File: config.mk
export PLATFORM = sky130hd
export DESIGN_NAME = hazard_detect_unit
export DESIGN_NICKNAME = d
export VERILOG_FILES = /design/src/rtl/hazard_detect_unit_pkg.sv /design/src/rtl/hdu_operand_cmp.sv /design/src/rtl/hazard_detect_unit.sv
export SDC_FILE = /design/constraint.sdc
export NUM_CORES = 1
export LEC_CHECK = 0
export CAP_MARGIN = 5
export CORE_MARGIN = 2
export CORE_UTILIZATION = 25
export CTS_BUF_LIST = sky130_fd_sc_hd__clkbuf_2
export DETAILED_ROUTE_END_ITERATION = 10
export PLACE_DENSITY_LB_ADDON = 0.15
export SLEW_MARGIN = 20
export SYNTH_ARGS = -nofsm -noshare
export SYNTH_HDL_FRONTEND = slang
export SYNTH_SLANG_ARGS = --single-unit
File: constraint.sdc
create_clock -name clk -period 3.1 [get_ports clk]
set_clock_uncertainty 0.15 [all_clocks]
set_input_delay 0.31 -clock clk [delete_from_list [all_inputs] [get_ports clk]]
set_output_delay 0.31 -clock clk [all_outputs]
set_load 0.05 [all_outputs]
File: src/rtl/hazard_detect_unit_pkg.sv
// Shared definitions for the hazard detect unit and the EX-stage forwarding mux:
// forwarding-select codes and the scoreboard slot record.
package hazard_detect_unit_pkg;

    // Slot rd field is sized for the widest register file in use; narrower
    // addresses are zero-extended into it.
    localparam int unsigned SLOT_RD_W = 8;

    typedef enum logic [1:0] {
        FWD_REG = 2'b00,
        FWD_ALU = 2'b01,
        FWD_WB  = 2'b10
    } fwd_sel_e;

    typedef struct packed {
        logic                 valid;
        logic [SLOT_RD_W-1:0] rd;
        logic                 regwrite;
        logic                 memread;
    } hdu_slot_t;

    function automatic logic slot_writes(input hdu_slot_t s);
        return s.valid && s.regwrite && (s.rd != '0);
    endfunction

endpackage

File: src/rtl/hdu_operand_cmp.sv
// Per-operand scoreboard match and forwarding priority (EX slot beats WB slot).
module hdu_operand_cmp
    import hazard_detect_unit_pkg::*;
#(
    parameter int unsigned REG_AW = 5
) (
    input  logic [REG_AW-1:0] rs,
    input  logic              rs_used,
    input  hdu_slot_t         ex_slot,
    input  hdu_slot_t         wb_slot,
    output logic [1:0]        sel,
    output logic              ex_load_match
);

    logic [SLOT_RD_W-1:0] rs_ext;
    logic                 ex_match;
    logic                 wb_match;
    fwd_sel_e             sel_e;

    always_comb begin
        rs_ext   = SLOT_RD_W'(rs);
        ex_match = rs_used && slot_writes(ex_slot) && (ex_slot.rd == rs_ext);
        wb_match = rs_used && slot_writes(wb_slot) && (wb_slot.rd == rs_ext);

        // A load in EX cannot forward yet; fall back to WB (the stall covers it).
        sel_e = FWD_REG;
        if (ex_match && !ex_slot.memread) begin
            sel_e = FWD_ALU;
        end else if (wb_match) begin
            sel_e = FWD_WB;
        end

        sel           = sel_e;
        ex_load_match = ex_match && ex_slot.memread;
    end

endmodule

File: src/rtl/hazard_detect_unit.sv
// Two-slot scoreboard producing registered forwarding selects and load-use stall
// for the 4-stage IF/ID/EX/WB core.
module hazard_detect_unit
    import hazard_detect_unit_pkg::*;
#(
    parameter int unsigned REG_AW = 5,
    parameter int unsigned CNT_W  = 16
) (
    input  logic              clk,
    input  logic              rst_n,
    input  logic              hold,
    input  logic              flush,
    input  logic              id_valid,
    input  logic [REG_AW-1:0] id_rs1,
    input  logic [REG_AW-1:0] id_rs2,
    input  logic              id_rs1_used,
    input  logic              id_rs2_used,
    input  logic [REG_AW-1:0] id_rd,
    input  logic              id_regwrite,
    input  logic              id_memread,
    output logic [1:0]        rs1_hazard,
    output logic [1:0]        rs2_hazard,
    output logic              stall,
    output logic [CNT_W-1:0]  load_use_cnt
);

    hdu_slot_t  ex_slot;
    hdu_slot_t  wb_slot;
    hdu_slot_t  id_slot;
    logic [1:0] rs1_sel;
    logic [1:0] rs2_sel;
    logic       rs1_ld;
    logic       rs2_ld;
    logic       bubble;

    hdu_operand_cmp #(.REG_AW(REG_AW)) u_cmp_rs1 (
        .rs            (id_rs1),
        .rs_used       (id_rs1_used),
        .ex_slot       (ex_slot),
        .wb_slot       (wb_slot),
        .sel           (rs1_sel),
        .ex_load_match (rs1_ld)
    );

    hdu_operand_cmp #(.REG_AW(REG_AW)) u_cmp_rs2 (
        .rs            (id_rs2),
        .rs_used       (id_rs2_used),
        .ex_slot       (ex_slot),
        .wb_slot       (wb_slot),
        .sel           (rs2_sel),
        .ex_load_match (rs2_ld)
    );

    always_comb begin
        id_slot          = '0;
        id_slot.valid    = 1'b1;
        id_slot.rd       = SLOT_RD_W'(id_rd);
        id_slot.regwrite = id_regwrite;
        id_slot.memread  = id_memread;

        // flush overrides stall so a squashed instruction never counts.
        stall  = id_valid && !flush && (rs1_ld || rs2_ld);
        bubble = stall || flush || !id_valid;
    end

    always_ff @(posedge clk or negedge rst_n) begin
        if (!rst_n) begin
            ex_slot      <= '0;
            wb_slot      <= '0;
            rs1_hazard   <= FWD_REG;
            rs2_hazard   <= FWD_REG;
            load_use_cnt <= '0;
        end else if (!hold) begin
            wb_slot    <= ex_slot;
            ex_slot    <= bubble ? '0 : id_slot;
            rs1_hazard <= bubble ? FWD_REG : rs1_sel;
            rs2_hazard <= bubble ? FWD_REG : rs2_sel;
            if (stall && (load_use_cnt != '1)) begin
                load_use_cnt <= load_use_cnt + CNT_W'(1);
            end
        end
    end

endmodule
==> results.sh <==
export IMPL_die_area_mm2=0.00843
export IMPL_path_max_fanout=5
export IMPL_cts_sinks=35
export IMPL_viasPerCell=4.61
export IMPL_p_leak_nw=0.990
export IMPL_synth_cell_types=37
export IMPL_ir_worst_vdd_v=0.000122
export IMPL_clockBufferDepth=2
export IMPL_grt_overflow=0
export IMPL_place_ws_ns=0.545
export IMPL_grt_pass1_vias=1523
export IMPL_postCtsSetupBuffers=0
export IMPL_design_core_area_mm2=0.00761
export IMPL_maxSlewHeadroom_pct=65.6
export IMPL_finalSetupTns_ns=0
export IMPL_worstPathArrival_ns=2.21
export IMPL_fin_ws_ns=0.432
export IMPL_yosysWarnings=0
export IMPL_drive_gt1_share_pct=13.0
export IMPL_critical_path_class="flip-flop to primary output"
export IMPL_cts_tree="yes"
export IMPL_dr_pass1_iters=4
export IMPL_grt_pass1_wl_um=7730
export IMPL_endpoint_kind="primary output"
export IMPL_min_path_type="input port to async pin"
export IMPL_syn_area_mm2=0.00193
export IMPL_clkLatencyLatePin_ns=0.40
export IMPL_status="complete, no violations"
export IMPL_period_minus_slack_ns=2.67
export IMPL_netlist_instances=173
export IMPL_drc=0
export IMPL_ant_nets=0
export IMPL_cts_made_buffers=5
export IMPL_grt_max_degree=36
export IMPL_r2r_end="ex_slot[2]$_DFFE_PN0N_"
export IMPL_ys_ff_latch=35
export IMPL_cap_violations=0
export IMPL_num_io_pins=45
export IMPL_antenna_found_initial=0
export IMPL_regToRegStartpoint="ex_slot[2]$_DFFE_PN0N_"
export IMPL_hpwlAfterDp_um=3390
export IMPL_nets=247
export IMPL_routed_wirelength_um=4660
export IMPL_fp_dieH_um=91.8
export IMPL_fp_row_count=32
export IMPL_cts_root_buf="clkbuf_2"
export IMPL_grt_usage_pct=11.6
export IMPL_syn_area_per_cell_um2=11.1
export IMPL_area_delta_synth_final_pct=31.9
export IMPL_port_buffers=44
export IMPL_cpMaxStageDelayCell="dfrtp_1"
export IMPL_rsz0062_at_grt="no"
export IMPL_ys_seq_area_share_pct=45.5
export IMPL_fmax_mhz=375
export IMPL_cp_required_ns=2.64
export IMPL_fillers=807
export IMPL_cts_resized=0
export IMPL_finalSetupViolCount=0
export IMPL_vias=1498
export IMPL_hold_viol_final=0
export IMPL_hold_buffers=0
export IMPL_diodes=0
export IMPL_die_x_um=91.8
export IMPL_syn_num_nets=198
export IMPL_place_gp_congestion=0.794
export IMPL_fin_crit_sh_pct=86.1
export IMPL_drtIter0Drc=50
export IMPL_cp_start_kind="flip-flop"
export IMPL_routed_wl_met2_um=2100
export IMPL_drv_slew=0
export IMPL_tightest_slew_ns=0.515
export IMPL_met3_length_um=200
export IMPL_top_layer_used="met4"
export IMPL_htreeDepth=2
export IMPL_wl_met1_um=2290
export IMPL_power_density_mw_per_mm2=329
export IMPL_cts_clk_slew_worst_paths_ns=0.22
export IMPL_crit_chain="xnor2_1 -> nand4_1 -> o22ai_4 -> nand3_1 -> nor3b_1 -> buf_12"
export IMPL_initial_core_util_pct=25.3
export IMPL_avgRoutedWirePerCell_um=14.3
export IMPL_r2r_slack_ns=0.98
export IMPL_cp_slowest_stage_delay_ns=0.51
export IMPL_r2r_cells=4
## where the power goes
part	switching, mW	internal [mW]
Sequential	0.0199	0.470
Clock	0.174	0.0535
Combinational	0.0516	0.0664
## synthesized netlist by cell type, drive strengths merged
cell type,count,area share [%]
ha,1,0.65
and4bb,1,0.65
a32o,3,1.6
nor4,2,0.97
or3b,1,0.45
nand2,15,2.9
nor3b,2,0.78
a21boi,1,0.97
xor2,4,1.8
buf,3,1.2
a31oi,1,1.1
or4,3,1.4
o211ai,1,0.65
and4,2,0.91
nand3,9,2.6
a22o,6,2.7
mux2,8,4.7
and3,5,1.6
nor2,5,0.97
o211a,1,0.91
clkbuf,2,0.39
xnor2,31,14
a21o,1,0.39
inv,5,0.97
o31ai,1,0.39
nor3,6,1.6
o22ai,1,1.0
nand4,15,4.9
o2111ai,1,0.45
dfrtp,35,45
o41ai,1,0.84
## routing by layer
layer | GRT usage, % | up-vias
met3 | 2.79 | 7
met1 | 15.9 | 723
met4 | 3.86 | 0
met5 | 0 | -
met2 | 18.0 | 36
li1 | - | 732
## cell families (layout without fill, tap and decap cells)
family                     count (synthesis)  after routing  synth area share (%)
AOI/OAI and AO/OA                         18             18                  11.0
xor gates and xnor gates                  35             35                  15.9
adders and majority gates                  1              1                 0.649
buffers and inverters                     10             60                  2.60
DFF                                       35             35                  45.5
muxes                                      8              8                  4.68
and+or+nand+nor                           66             66                  19.7
## critical path: cells and delay by family, from the launching register on
kind / cells / cell delay [ns]
buffers and inverters: 1 / 0.19
and+or+nand+nor: 3 / 0.70
AOI/OAI and AO/OA: 1 / 0.23
DFF: 1 / 0.51
xor gates and xnor gates: 1 / 0.20
## how the worst max path moves through the flow
stage	startpoint	end
6_report	ex_slot[2]$_DFFE_PN0N_	stall
5_1_grt	ex_slot[5]$_DFFE_PN0N_	stall
4_1_cts	ex_slot[2]$_DFFE_PN0N_	stall
3_5_place_dp	id_rs1[3]	stall
3_3_place_gp	id_rs1[3]	stall
2_1_floorplan	ex_slot[3]$_DFFE_PN0N_	stall
## flip-flops by register name, summed over array words and instances, names as in the netlist
signal	cells
load_use_cnt	16
wb_slot	7
rs2_hazard	2
rs1_hazard	2
ex_slot	8
## layout by cell type (no fill, tap or decap), types with 2 or more instances in the layout
cell type,netlist,routed
a22o_1,6,6
buf_4,1,3
a32o_1,3,3
clkinvlp_4,0,2
and3_1,5,5
clkdlybuf4s50_1,0,43
xnor2_1,31,31
nand3_1,8,8
mux2_2,7,7
inv_1,5,5
nor2_1,5,5
xor2_1,4,4
nand4_1,15,15
nor3b_1,2,2
nand2_1,15,15
and4_1,2,2
nor3_1,6,6
or4_1,2,2
clkbuf_2,0,5
dfrtp_1,35,35
## final cells by class
cell class,count,area [µm²],share of cell area (%)
clock inverter,3,20.0,0.788
sequential,35,876,34.5
timing repair buffer,47,473,18.6
inverter,5,18.8,0.739
tap,102,128,5.02
clock buffer,5,25.0,0.985
multi-input combinational,128,1000,39.4
## through the flow
step | area (µm²) | power (mW) | hold WS [ns] | cells | util, %
floorplan | 1930 | 0.557 | -0.136 | 173 | -
global placement | 2500 | 0.618 | 0.321 | 317 | 32.8
detailed placement | 2500 | 0.619 | 0.335 | 317 | 32.8
CTS | 2540 | 0.852 | 0.163 | 325 | 33.4
global route | 2540 | 0.884 | 0.155 | 325 | 33.4
finish | 2540 | 0.836 | 0.153 | 325 | 33.4
Power figures use the tool's default switching activity.
